<file path="config.mk">
export PLATFORM = sky130hd
export DESIGN_NAME = registro_flags_ula_flat
export DESIGN_NICKNAME = d
export VERILOG_FILES = /design/src/rtl/registro_flags_ula_if.sv /design/src/rtl/registro_flags_ula.sv /design/src/flat_wrapper.sv
export SDC_FILE = /design/constraint.sdc
export NUM_CORES = 1
export LEC_CHECK = 0
export ABC_AREA = 1
export CORE_ASPECT_RATIO = 1.1
export CORE_MARGIN = 5
export CORE_UTILIZATION = 29
export DETAILED_ROUTE_END_ITERATION = 8
export DONT_BUFFER_PORTS = 1
export GPL_TIMING_DRIVEN = 0
export PLACE_DENSITY = 0.47
export REMOVE_ABC_BUFFERS = 1
export SETUP_SLACK_MARGIN = 0.05
export SLEW_MARGIN = 20
export SYNTH_ARGS = -nofsm -noshare
export SYNTH_HDL_FRONTEND = slang
export SYNTH_SLANG_ARGS = --single-unit
</file>
<file path="constraint.sdc">
create_clock -name clk -period 3.31 [get_ports clk]
set_clock_uncertainty 0.2 [all_clocks]
set_input_delay 0.331 -clock clk [delete_from_list [all_inputs] [get_ports clk]]
set_output_delay 0.331 -clock clk [all_outputs]
set_load 0.01 [all_outputs]
</file>
<file path="src/rtl/registro_flags_ula_if.sv">
// Bus between the ULA core and the status unit.
// The master side (ULA core or bench) drives the result, operand B, the
// operation select, adder/subtractor carries, clr_sticky and irq_mask.
// The slave side (registro_flags_ula) returns:
//   - the live flags Z/OV/COUT/ERR and the flags_valid pulse;
//   - the sticky flags and the saturating event counters;
//   - trap and irq.
interface registro_flags_ula_if #(
  parameter int W     = 8,
  parameter int WB    = 4,
  parameter int CNT_W = 8
);
  logic             res_valid;
  logic [W-1:0]     S;
  logic [WB-1:0]    B;
  logic [2:0]       Sel;
  logic             soma_cmsb;
  logic             soma_cout;
  logic             sub_bmsb;
  logic             sub_bout;
  logic             clr_sticky;
  logic [3:0]       irq_mask;

  logic             Z;
  logic             OV;
  logic             COUT;
  logic             ERR;
  logic             flags_valid;
  logic [3:0]       sticky;
  logic [CNT_W-1:0] ov_count;
  logic [CNT_W-1:0] err_count;
  logic             trap;
  logic             irq;

  modport master (
    output res_valid, S, B, Sel, soma_cmsb, soma_cout, sub_bmsb, sub_bout,
           clr_sticky, irq_mask,
    input  Z, OV, COUT, ERR, flags_valid, sticky, ov_count, err_count, trap, irq
  );

  modport slave (
    input  res_valid, S, B, Sel, soma_cmsb, soma_cout, sub_bmsb, sub_bout,
           clr_sticky, irq_mask,
    output Z, OV, COUT, ERR, flags_valid, sticky, ov_count, err_count, trap, irq
  );
endinterface

</file>
<file path="src/rtl/registro_flags_ula.sv">
// Registered status unit for the ULA datapath.
// Each accepted res_valid captures Z/OV/COUT/ERR from the ULA result. The
// unit also accumulates sticky flags and counts overflow and error events
// in saturating counters. A division by zero traps the unit until
// clr_sticky is pulsed.
// Ports:
//   clk   - single clock, rising edge
//   rst_n - asynchronous active-low reset
//   bus   - registro_flags_ula_if slave modport; carries the ULA result
//           and side inputs, and returns the flags, sticky, counters,
//           trap and irq
module registro_flags_ula #(
  parameter int W              = 8,
  parameter int WB             = 4,
  parameter int LIMITE_DISPLAY = 99,
  parameter int CNT_W          = 8
) (
  input  logic                 clk,
  input  logic                 rst_n,
  registro_flags_ula_if.slave  bus
);

  typedef enum logic {NORMAL = 1'b0, ERRO = 1'b1} state_t;

  state_t           state, state_nxt;
  logic             accept;
  logic             z_n, cout_n, ovar_n, ovdisp_n, ov_n, err_n;
  logic             z_q, ov_q, cout_q, err_q, fv_q;
  logic [3:0]       sticky_q, sticky_base;
  logic [CNT_W-1:0] ov_cnt_q, err_cnt_q, ov_base, err_base;

  function automatic logic [CNT_W-1:0] sat_inc(input logic [CNT_W-1:0] v);
    return (v == '1) ? v : v + CNT_W'(1);
  endfunction

  // Display overflow compares at W bits. It folds to 0 when every W-bit
  // value fits on the display.
  generate
    if (LIMITE_DISPLAY >= (1 << W) - 1) begin : g_no_disp
      assign ovdisp_n = 1'b0;
    end else begin : g_disp
      localparam logic [W-1:0] LIM = W'(LIMITE_DISPLAY);
      assign ovdisp_n = (bus.S > LIM);
    end
  endgenerate

  // Candidate flags from the current inputs. Sel[1] set means a
  // non-add/sub operation, so it has no carry or arithmetic overflow.
  always_comb begin
    z_n    = (bus.S == '0);
    cout_n = !bus.Sel[1] & (bus.Sel[0] ? bus.sub_bout : bus.soma_cout);
    ovar_n = !bus.Sel[1] & (bus.Sel[0] ? (bus.sub_bmsb ^ bus.sub_bout)
                                       : (bus.soma_cmsb ^ bus.soma_cout));
    ov_n   = ovar_n | ovdisp_n;
    err_n  = (bus.Sel == 3'b011) & (bus.B == '0);
  end

  // A result is accepted only in NORMAL. clr_sticky zeroes the base that
  // the accumulators build on, so a simultaneous capture lands on a clean
  // slate and the new event wins.
  always_comb begin
    accept      = (state == NORMAL) & bus.res_valid;
    sticky_base = bus.clr_sticky ? 4'b0000 : sticky_q;
    ov_base     = bus.clr_sticky ? '0 : ov_cnt_q;
    err_base    = bus.clr_sticky ? '0 : err_cnt_q;
  end

  // Next-state logic. ERRO is entered on an accepted division by zero and
  // is left only through clr_sticky; res_valid is ignored while in ERRO.
  always_comb begin
    state_nxt = state;
    case (state)
      NORMAL: if (accept && err_n) state_nxt = ERRO;
      ERRO:   if (bus.clr_sticky)  state_nxt = NORMAL;
      default: state_nxt = NORMAL;
    endcase
  end

  // State register, live flags, sticky flags and event counters. The live
  // flags deliberately survive clr_sticky.
  always_ff @(posedge clk or negedge rst_n) begin
    if (!rst_n) begin
      state     <= NORMAL;
      z_q       <= 1'b0;
      ov_q      <= 1'b0;
      cout_q    <= 1'b0;
      err_q     <= 1'b0;
      fv_q      <= 1'b0;
      sticky_q  <= 4'b0000;
      ov_cnt_q  <= '0;
      err_cnt_q <= '0;
    end else begin
      state <= state_nxt;
      fv_q  <= accept;
      if (accept) begin
        z_q    <= z_n;
        ov_q   <= ov_n;
        cout_q <= cout_n;
        err_q  <= err_n;
      end
      sticky_q  <= sticky_base | (accept ? {err_n, cout_n, ov_n, z_n} : 4'b0000);
      ov_cnt_q  <= (accept && ov_n)  ? sat_inc(ov_base)  : ov_base;
      err_cnt_q <= (accept && err_n) ? sat_inc(err_base) : err_base;
    end
  end

  // irq is combinational from sticky and irq_mask, with no extra register
  // stage.
  assign bus.Z           = z_q;
  assign bus.OV          = ov_q;
  assign bus.COUT        = cout_q;
  assign bus.ERR         = err_q;
  assign bus.flags_valid = fv_q;
  assign bus.sticky      = sticky_q;
  assign bus.ov_count    = ov_cnt_q;
  assign bus.err_count   = err_cnt_q;
  assign bus.trap        = (state == ERRO);
  assign bus.irq         = |(sticky_q & bus.irq_mask);

endmodule
</file>
<file path="src/flat_wrapper.sv">
// flat-port wrapper written by rule: the top's interface ports become plain ports
module registro_flags_ula_flat 
#(
  parameter int W              = 8,
  parameter int WB             = 4,
  parameter int LIMITE_DISPLAY = 99,
  parameter int CNT_W          = 8
)
  (clk, rst_n, bus_res_valid, bus_S, bus_B, bus_Sel, bus_soma_cmsb, bus_soma_cout, bus_sub_bmsb, bus_sub_bout, bus_clr_sticky, bus_irq_mask, bus_Z, bus_OV, bus_COUT, bus_ERR, bus_flags_valid, bus_sticky, bus_ov_count, bus_err_count, bus_trap, bus_irq);
  registro_flags_ula_if #(.W(W), .WB(WB), .CNT_W(CNT_W)) bus_i ();
  input  logic clk;
  input  logic rst_n;
  input wire logic [$bits(bus_i.res_valid)-1:0] bus_res_valid;
  input wire logic [$bits(bus_i.S)-1:0] bus_S;
  input wire logic [$bits(bus_i.B)-1:0] bus_B;
  input wire logic [$bits(bus_i.Sel)-1:0] bus_Sel;
  input wire logic [$bits(bus_i.soma_cmsb)-1:0] bus_soma_cmsb;
  input wire logic [$bits(bus_i.soma_cout)-1:0] bus_soma_cout;
  input wire logic [$bits(bus_i.sub_bmsb)-1:0] bus_sub_bmsb;
  input wire logic [$bits(bus_i.sub_bout)-1:0] bus_sub_bout;
  input wire logic [$bits(bus_i.clr_sticky)-1:0] bus_clr_sticky;
  input wire logic [$bits(bus_i.irq_mask)-1:0] bus_irq_mask;
  output wire logic [$bits(bus_i.Z)-1:0] bus_Z;
  output wire logic [$bits(bus_i.OV)-1:0] bus_OV;
  output wire logic [$bits(bus_i.COUT)-1:0] bus_COUT;
  output wire logic [$bits(bus_i.ERR)-1:0] bus_ERR;
  output wire logic [$bits(bus_i.flags_valid)-1:0] bus_flags_valid;
  output wire logic [$bits(bus_i.sticky)-1:0] bus_sticky;
  output wire logic [$bits(bus_i.ov_count)-1:0] bus_ov_count;
  output wire logic [$bits(bus_i.err_count)-1:0] bus_err_count;
  output wire logic [$bits(bus_i.trap)-1:0] bus_trap;
  output wire logic [$bits(bus_i.irq)-1:0] bus_irq;
  assign bus_i.res_valid = bus_res_valid;
  assign bus_i.S = bus_S;
  assign bus_i.B = bus_B;
  assign bus_i.Sel = bus_Sel;
  assign bus_i.soma_cmsb = bus_soma_cmsb;
  assign bus_i.soma_cout = bus_soma_cout;
  assign bus_i.sub_bmsb = bus_sub_bmsb;
  assign bus_i.sub_bout = bus_sub_bout;
  assign bus_i.clr_sticky = bus_clr_sticky;
  assign bus_i.irq_mask = bus_irq_mask;
  assign bus_Z = bus_i.Z;
  assign bus_OV = bus_i.OV;
  assign bus_COUT = bus_i.COUT;
  assign bus_ERR = bus_i.ERR;
  assign bus_flags_valid = bus_i.flags_valid;
  assign bus_sticky = bus_i.sticky;
  assign bus_ov_count = bus_i.ov_count;
  assign bus_err_count = bus_i.err_count;
  assign bus_trap = bus_i.trap;
  assign bus_irq = bus_i.irq;
  registro_flags_ula #(.W(W), .WB(WB), .LIMITE_DISPLAY(LIMITE_DISPLAY), .CNT_W(CNT_W)) u_core (.clk(clk), .rst_n(rst_n), .bus(bus_i));
endmodule
</file>
== After elaboration in Yosys (flattened, before gate mapping) ==
Index checks and enable logic that the tools add are counted.
Widths: inputs -> output; s select.

* Register bits after elaboration: 26
* Bits in latches: 0
* Memory bits (writable): 0
* ROM bits: 0
* Word-level logic and storage cells: 44
* Memories kept: 0

* Add/subtract/negate cells: 2
* $mul: 0
* Divide/modulo/power cells: 0
* Magnitude comparators: 1
* Equality and inequality tests: 3
* Shifts and indexed selects: 0
* Multiplexer cells: 13
* Bitwise operators: 10
* Reductions and logical operators: 6

{| class="wikitable"
|+ Operators by type and width
! kind !! count
|-
| $mux 8 || 6
|-
| $add 8x1->8 const B || 2
|-
| $eq 8x8->1 const B || 2
|-
| $gt 8x7->1 const B || 1
|-
| $logic_not 8->1 || 1
|-
| $mux 4 || 2
|-
| $and 1x1->1 || 4
|-
| $and 4x4->4 || 1
|-
| $logic_not 4->1 || 1
|-
| $mux 1 || 4
|-
| $or 4x4->4 || 1
|-
| $reduce_or 4->1 || 1
|-
| $eq 3x2->1 const B || 1
|-
| $logic_and 1x1->1 || 2
|-
| $pmux 1 s2 || 1
|-
| $xor 1x1->1 || 2
|-
| $logic_not 1->1 || 1
|-
| $not 1->1 || 1
|-
| $or 1x1->1 || 1
|}

== Logic depth before layout (Yosys ltp) ==
Gate-level depths: netlist of run 1.

* Depth in word-level cells: 6
* Gate-level depth with buffers: 12
* Mapped depth without buffers: 10

== Least setup slack after synthesis of run 1 ==
OpenSTA, ideal clock, no wires.

* Path kind: input to register
* From: input port bus_clr_sticky
* To: register u_core.ov_cnt_q[0], in the netlist u_core.bus.ov_count[0]
* Library setup time: 0.117 ns
* Arrival time: 1.491 ns
* Path slack: 1.503 ns
* Stages on the path: 10
* Cell sequence: buf_2 -> nor2_1 -> ha_1 -> nand2_1 -> nor2_2 -> nand2_2 -> nand2_1 -> nand2_1 -> nand3_1 -> nand2_1

* Word-level cells in the longest chain between the ends: 4
* Elaborated cells on any way between the ends: 5
* Those cells by class: 1 x add/sub; 1 x eq/ne; 3 x mux

{| class="wikitable"
|+ Ends and longest elaborated chain
! element !! line !! text
|-
| from (decl) || flat_wrapper.sv:21 || <nowiki>input wire logic [$bits(bus_i.clr_sticky)-1:0] bus_clr_sticky;</nowiki>
|-
| $mux 8 * || registro_flags_ula.sv:64 || <nowiki>ov_base = bus.clr_sticky ? '0 : ov_cnt_q;</nowiki>
|-
| $add 8x1->8 / $eq 8x8->1 (equally long branches) || registro_flags_ula.sv:33 || <nowiki>return (v == '1) ? v : v + CNT_W'(1);</nowiki>
|-
| $mux 8 || registro_flags_ula.sv:33 ||
|-
| $mux 8 * || registro_flags_ula.sv:102 || <nowiki>ov_cnt_q <= (accept && ov_n) ? sat_inc(ov_base) : ov_base;</nowiki>
|-
| to (signal assigned) || registro_flags_ula.sv:102 ||
|-
| to (decl) || registro_flags_ula.sv:30 || <nowiki>logic [CNT_W-1:0] ov_cnt_q, err_cnt_q, ov_base, err_base;</nowiki>
|}

Every way passes the cells marked *; elsewhere a longest branch is shown, timed or not.
A chain may end at the register's enable or synchronous reset.

== Worst setup path in the final report of run 1 ==
* From: register u_core.state, in the netlist u_core.bus.trap
* To: register u_core.err_cnt_q[7], in the netlist u_core.bus.err_count[7]

* Word-level cells in the longest chain between the ends: 4

{| class="wikitable"
|+ Ends and longest elaborated chain
! element !! line !! text
|-
| from (decl) || registro_flags_ula.sv:25 || <nowiki>state_t state, state_nxt;</nowiki>
|-
| from (signal assigned) || registro_flags_ula.sv:93 || <nowiki>state <= state_nxt;</nowiki>
|-
| $not 1->1 || registro_flags_ula.sv:62 || <nowiki>accept = (state == NORMAL) & bus.res_valid;</nowiki>
|-
| $and 1x1->1 || registro_flags_ula.sv:62 ||
|-
| $logic_and 1x1->1 || registro_flags_ula.sv:103 || <nowiki>err_cnt_q <= (accept && err_n) ? sat_inc(err_base) : err_base;</nowiki>
|-
| $mux 8 || registro_flags_ula.sv:103 ||
|-
| to (signal assigned) || registro_flags_ula.sv:103 ||
|-
| to (decl) || registro_flags_ula.sv:30 ||
|}

No other way between the ends.

==> results of run 1 <==
-- layout make-up --
cell class | count | area (um^2) | area share
flip-flops and latches | 26 | 650.6 | 0.3576
repair buffers | 2 | 30.03 | 0.01651
inverters | 33 | 123.9 | 0.06809
multi-input cells | 190 | 849.6 | 0.4670
clock buffers | 3 | 41.29 | 0.02270
well taps | 75 | 93.84 | 0.05158
clock inverters | 1 | 30.03 | 0.01651
-- routing by layer --
metal / vias to the layer above / routed length (um)
met5: - / 0
met4: 0 / 62
met3: 6 / 268
met2: 38 / 2069
met1: 723 / 1841
li1: 798 / -
-- power by group --
group          internal (W)  switching, W  leakage (nW)   total, W
clock              0.000162      0.000112        0.0357   0.000274
combinational     0.0000173     0.0000384         0.634  0.0000557
sequential         0.000326     0.0000130         0.352   0.000339
total              0.000506      0.000164          1.02   0.000669
-- cell families after synthesis --
group	count (synthesis)	share of synthesized area
AO/OA/AOI/OAI	10	0.03254
adder cells (fa/ha/maj)	2	0.01514
buffers and inverters	37	0.09236
flip-flops	26	0.3936
AND/OR/NAND/NOR	178	0.4663
-- cells in the final DEF, fill, tap and decap left out --
cell	synthesis	layout
a21oi_1	3	3
buf_12	0	1
bufinv_16	0	1
clkbuf_8	0	3
dfrtp_1	26	26
dlygate4sd3_1	0	1
ha_1	2	2
inv_1	31	31
inv_2	2	2
nand2_1	99	99
nand2_2	5	5
nand2_4	1	1
nand3_1	36	36
nand4_1	4	4
nor2_1	22	22
nor2_2	3	3
nor2_4	1	1
nor3_1	4	4
o2111ai_1	1	1
o21ai_0	5	5
o21ai_1	1	1
or2_2	3	3
-- per-stage QoR --
| stage | hold slack, ns | instances | setup slack (ns) | instance area, um^2 | power (W) |
|---|---|---|---|---|---|
| after floorplan | -0.1646 | 249 | 1.554 | 1624 | 0.0003791 |
| after global placement | -0.1637 | 324 | 0.9590 | 1718 | 0.0003927 |
| after detailed placement | -0.1638 | 324 | 0.9032 | 1718 | 0.0003936 |
| after CTS | 0.002647 | 330 | 0.8783 | 1819 | 0.0006819 |
| after global routing | 0.004286 | 330 | 0.7741 | 1819 | 0.0007058 |
| final | 0.01280 | 330 | 1.025 | 1819 | 0.0006694 |
-- critical path, cell delays in order, from the launching register on --
cell and delay, ns:
dfrtp_1 0.45, nor2_1 0.73, nand2_1 0.43, inv_1 0.27, nand2_1 0.08, nand2_1 0.07
-- registers in the layout (all words and copies together) (netlist names) --
signal                  count
u_core.bus.err_count        8
u_core.bus.ov_count         8
u_core.bus.sticky           4
u_core.bus.COUT             1
u_core.bus.ERR              1
u_core.bus.OV               1
u_core.bus.Z                1
u_core.bus.flags_valid      1
u_core.bus.trap             1
-- worst max-delay path by stage --
stage	start	end	slack, ns	cells after the start
floorplan	u_core.bus.trap	u_core.bus.err_count[1]	1.55	6
global route	u_core.bus.trap	u_core.bus.err_count[6]	0.77	6
CTS	u_core.bus.trap	u_core.bus.err_count[7]	0.88	5
finish	u_core.bus.trap	u_core.bus.err_count[7]	1.03	5
global placement	u_core.bus.trap	u_core.bus.err_count[2]	0.96	5
detailed placement	u_core.bus.trap	u_core.bus.err_count[7]	0.90	5
==> impl_results.md, run 1 <==
* PwrDens at 368.0 nW/um^2
* Top post-synthesis cells by area: dfrtp_1 39%, nand2_1 22%, nand3_1 11%
* Post-synthesis cell type count at 21
* Number of fill cells in the layout at a little over 600
* H-tree levels at 1
* Post-CTS sizing at 0
* CTS buffer count at 3
* Post-synth top area share at 0.3936
* Wire per inst at 12.85 um
* CP Data Arrival Time at between 2 and 2.5 ns
* Reg clk slew, reported paths at approximately 0.10 ns
* Hold Crit Depth at 3
* WS Path Type: register to register
* Avg Cell Area, Syn at between 6 and 7 um^2
* Worst-path maximum fanout at 13
* Dpl hpwl at between 3000 and 4000 um
* Remaining Overflow, GRT at 0
* Root Buffer: clkbuf_8
* First drt pass iteration count at 4
* Num ports at 54
* Reg2reg start: u_core.bus.trap
* Die height at slightly below 90 um
* Yosys top cell by area: dfrtp_1
* Vias in the first global route at 1444
* Met3 GRT Util at 0.03226
* Remaining DRCs at 0
* R2r setup slk at between 1 and 1.5 ns
* Largest net degree at the start of global routing at 27
* Worst setup SP type: register
* Clk buf depth at 2
* I/O Buffers at 0
* Rows at 28
* Worst Hold Class: input pin to register
* HP Start: bus_clr_sticky
* Global route hottest layer: met2
* Required time worst endpoint at ~3.3 ns
* GRT met2 Usage at 0.2035
* Synth Flop Type: dfrtp_1
* Max-slew violations at 0
* First-pass GRT wire length at 6948 um
* Rel. slew slack at 0.3857
* Post-synth EDFFs at 0
* Lkg Pwr at 1.021 nW
* Routed Antenna Nets at 0
* Post-synthesis instance area at 1653 um^2
* Outcome: completed
* Vias at about 1600
* Grt met1 use at 0.1533
* Placer Congestion at 0.7576
* R2R Path End: u_core.bus.err_count[7]
* DIE AREA at ~7300 um^2
* FMAX at 437.7 MHz
* Worst-Skew Late Latency at roughly 0.27 ns
* Layout cell share with drive strength beyond 1 at 0.07843
* Final Core Density at 0.3329
* Post-CTS setup buffers at 0
* Post-Synthesis Cells at about 250
* Clk sinks at 26
* Initial antenna violation count at 0
* CTS tree: built
* Sequential share of the synthesized area at 0.3936
* # setup viols final at 0
* CP Capture Type: register
* Initial Util at 0.3024
* Area delta synth->final at 10.07%
* Least-Margin Pin Slew at 0.9180 ns
* Post-CTS Hold Buffers at 2
* Synth Warn # at 0
* Final Cycle Share at 0.6903
* RSZ-0062 raised after global routing: no
* Via density at roughly 4.7
* Min Clock Period, post-route at between 2 and 2.5 ns
* Max VDD drop at between 0.0001 and 0.00015 V
* Post-route setup TNS at 0 ns
* Count leader, synth: nand2_1
* Die width at ~82 um
* Synth Register Bits at 26
* Antenna Cells at 0
* Hold Vio Cnt, Final at 0
* All-Layer GR Usage at 0.1227
* Fraction of registers with async set/reset at 1.000
* Worst R2R Path Depth at 5
* Max_cap viols at 0
* # nets final at between 200 and 300
* Initial drt markers at ~110
* Post-synth top cells: 99 x nand2_1, 36 x nand3_1, 31 x inv_1
* WL final at between 4000 and 5000 um
* WHS Endpoint: u_core.bus.ov_count[3]
* Core area at 5465 um^2
Power figures use the tool's default switching activity.
==> run 2, diff against run 1 <==
PLACE_DENSITY = 0.48   (was 0.47)
clock period = 2.1 ns   (was 3.31 ns; I/O delays follow)
==> impl_results.md, run 2 (synthesis results as in run 1) <==
* Outcome: completed
* CTS buffer count at 3
* Global route hottest layer: met2
* PwrDens at between 400 and 500 nW/um^2
* Die height at a little under 90 um
* Worst path bufs/invs at 1
* Wire per inst at about 13 um
* Remaining Overflow, GRT at 0
* Root Buffer: clkbuf_8
* Routed Antenna Nets at 0
* Final Cycle Share at 0.8961
* Critical-path cell list: inv_1 > nor2_2 > ha_1 > nand2_1 > nor2_4 > nand2_2 > nand2_1 > nand2_1 > nand3_1 > nand2_1
* Min Clock Period, post-route at roughly 1.9 ns
* Initial Util at 0.3024
* Lkg Pwr at 1.115 nW
* FMAX at ~530 MHz
* Hold Vio Cnt, Final at 0
* Crit path top cell by count: nand2_1
* DIE AREA at about 7300 um^2
* # setup viols final at 0
* Register area at 651.9 um^2
* Worst setup SP type: register
* # nets final at between 300 and 400
* Worst Hold Class: input pin to register
* GRT met2 Usage at 0.2256
* Final Core Density at 0.3677
* Rel. slew slack at 0.7456
* Initial antenna violation count at 0
* Multi-input logic area at roughly 860 um^2
* Via density at 4.587
* Max VDD drop at between 0.0002 and 0.0003 V
* Worst-Skew Late Latency at approximately 0.27 ns
* Layout cell share with drive strength beyond 1 at 0.08394
* Largest net degree at the start of global routing at 27
* Area delta synth->final at 21.57%
* Antenna Cells at 0
* H-tree levels at 1
* Grt met1 use at 0.1532
* I/O Buffers at 0
* All-Layer GR Usage at 0.1280
* CTS tree: built
* Required time worst endpoint at about 2.1 ns
* Max-slew violations at 0
* First-pass GRT wire length at roughly 7300 um
* Dpl hpwl at around 3100 um
* Number of fill cells in the layout at approximately 600
* Clk sinks at 26
* Placed cells at between 300 and 400
* Overall power at a little under 0.001 W
* WS Path Type: register to register
* Commonest non-fill, non-tap cell in the layout: nand2_1
* Placer Congestion at between 0.7 and 0.8
* RSZ-0062 raised after global routing: yes
* Most frequent cells in the layout: 99 x nand2_1, 36 x nand3_1, 31 x inv_1, 25 x dfrtp_1
* Die width at slightly above 80 um
* Initial drt markers at 67
* Clk buf depth at 2
* Core area at 5465 um^2
* Rows at 28
* Least-Margin Pin Slew at roughly 0.38 ns
* Num ports at 54
* Vias in the first global route at 1535
* First drt pass iteration count at 4
* WL final at around 4500 um
* Post-route setup TNS at 0 ns
* Max_cap viols at 0
* Reg clk slew, reported paths at 0.10 ns
* Met3 GRT Util at 0.02823
* Finished Layout Cells at between 300 and 400
* Family with the most delay on the worst path: simple AND/OR/NAND/NOR gates
* CP max stage delay at between 0.4 and 0.5 ns
* CP Capture Type: register
* Remaining DRCs at 0
* CP Data Arrival Time at approximately 1.9 ns
* Slowest CP cell: dfrtp_1
* Worst-path maximum fanout at 8
* Vias at 1601
[run 2: cell types whose count changed in the layout (fill, tap and decap cells not counted), sizes merged]
cell         change
bufinv           -1
clkbuf           +1
dlygate4sd3     +19
[run 2: final cells by class]
cell class / instances / area share
clock buffer: 4 / 0.02740
inverter: 33 / 0.06164
multi-input combinational: 190 / 0.4303
sequential: 26 / 0.3244
tap: 75 / 0.04670
timing repair buffer: 21 / 0.1096
[run 2: path summary, 6_finish.rpt]
kind,slack [ns],depth (start not counted),endpoint,start
worst min register to register,0.36,2,u_core.bus.Z,u_core.bus.Z
worst min-delay path,0.04,4,u_core.bus.ov_count[3],bus_clr_sticky
worst max register to register,0.22,10,u_core.bus.ov_count[0],u_core.bus.ov_count[0]
max in group asynchronous,1.33,2,u_core.bus.ov_count[1],rst_n
min in group asynchronous,0.20,2,u_core.bus.ov_count[3],rst_n
worst max-delay path,0.22,10,u_core.bus.ov_count[0],u_core.bus.ov_count[0]
[run 2: per-stage QoR]
step / hold WS, ns / setup WS [ns] / area [um^2]
after global placement: -0.2845 / -0.2554 / 1718
after CTS: 0.02759 / 0.05994 / 2001
after floorplan: -0.2856 / 0.3439 / 1624
after global routing: 0.03632 / 0.002617 / 2009
after detailed placement: -0.2842 / -0.2587 / 1718
final: 0.03945 / 0.2181 / 2009
[run 2: timing repair]
item / 4_1_cts / 5_1_grt
gates resized for setup: 2 / 3
endpoints found under the setup margin: 23 / 18
pin swaps: 0 / 0
setup buffers: 0 / 0
endpoints found under the hold margin: 39 / 0
hold buffers: 21 / 0
[run 2: power by group]
part / leakage, nW / switching, W / internal, W / total (W)
Clock: 0.0288 / 0.000164 / 0.000168 / 0.000331
Sequential: 0.350 / 0.0000206 / 0.000515 / 0.000535
Combinational: 0.736 / 0.0000677 / 0.0000458 / 0.000113
[run 2: metal layers]
layer	part of all wire	routed length, um
met5	0	0
met4	0.011	51
met3	0.057	257
met2	0.50	2247
met1	0.43	1920
[run 2: tightest hold or removal path, stage by stage]
cell,delay (ns)
o21ai_0,0.06
nand3_1,0.08
nand3_1,0.07
nand2_1,0.06
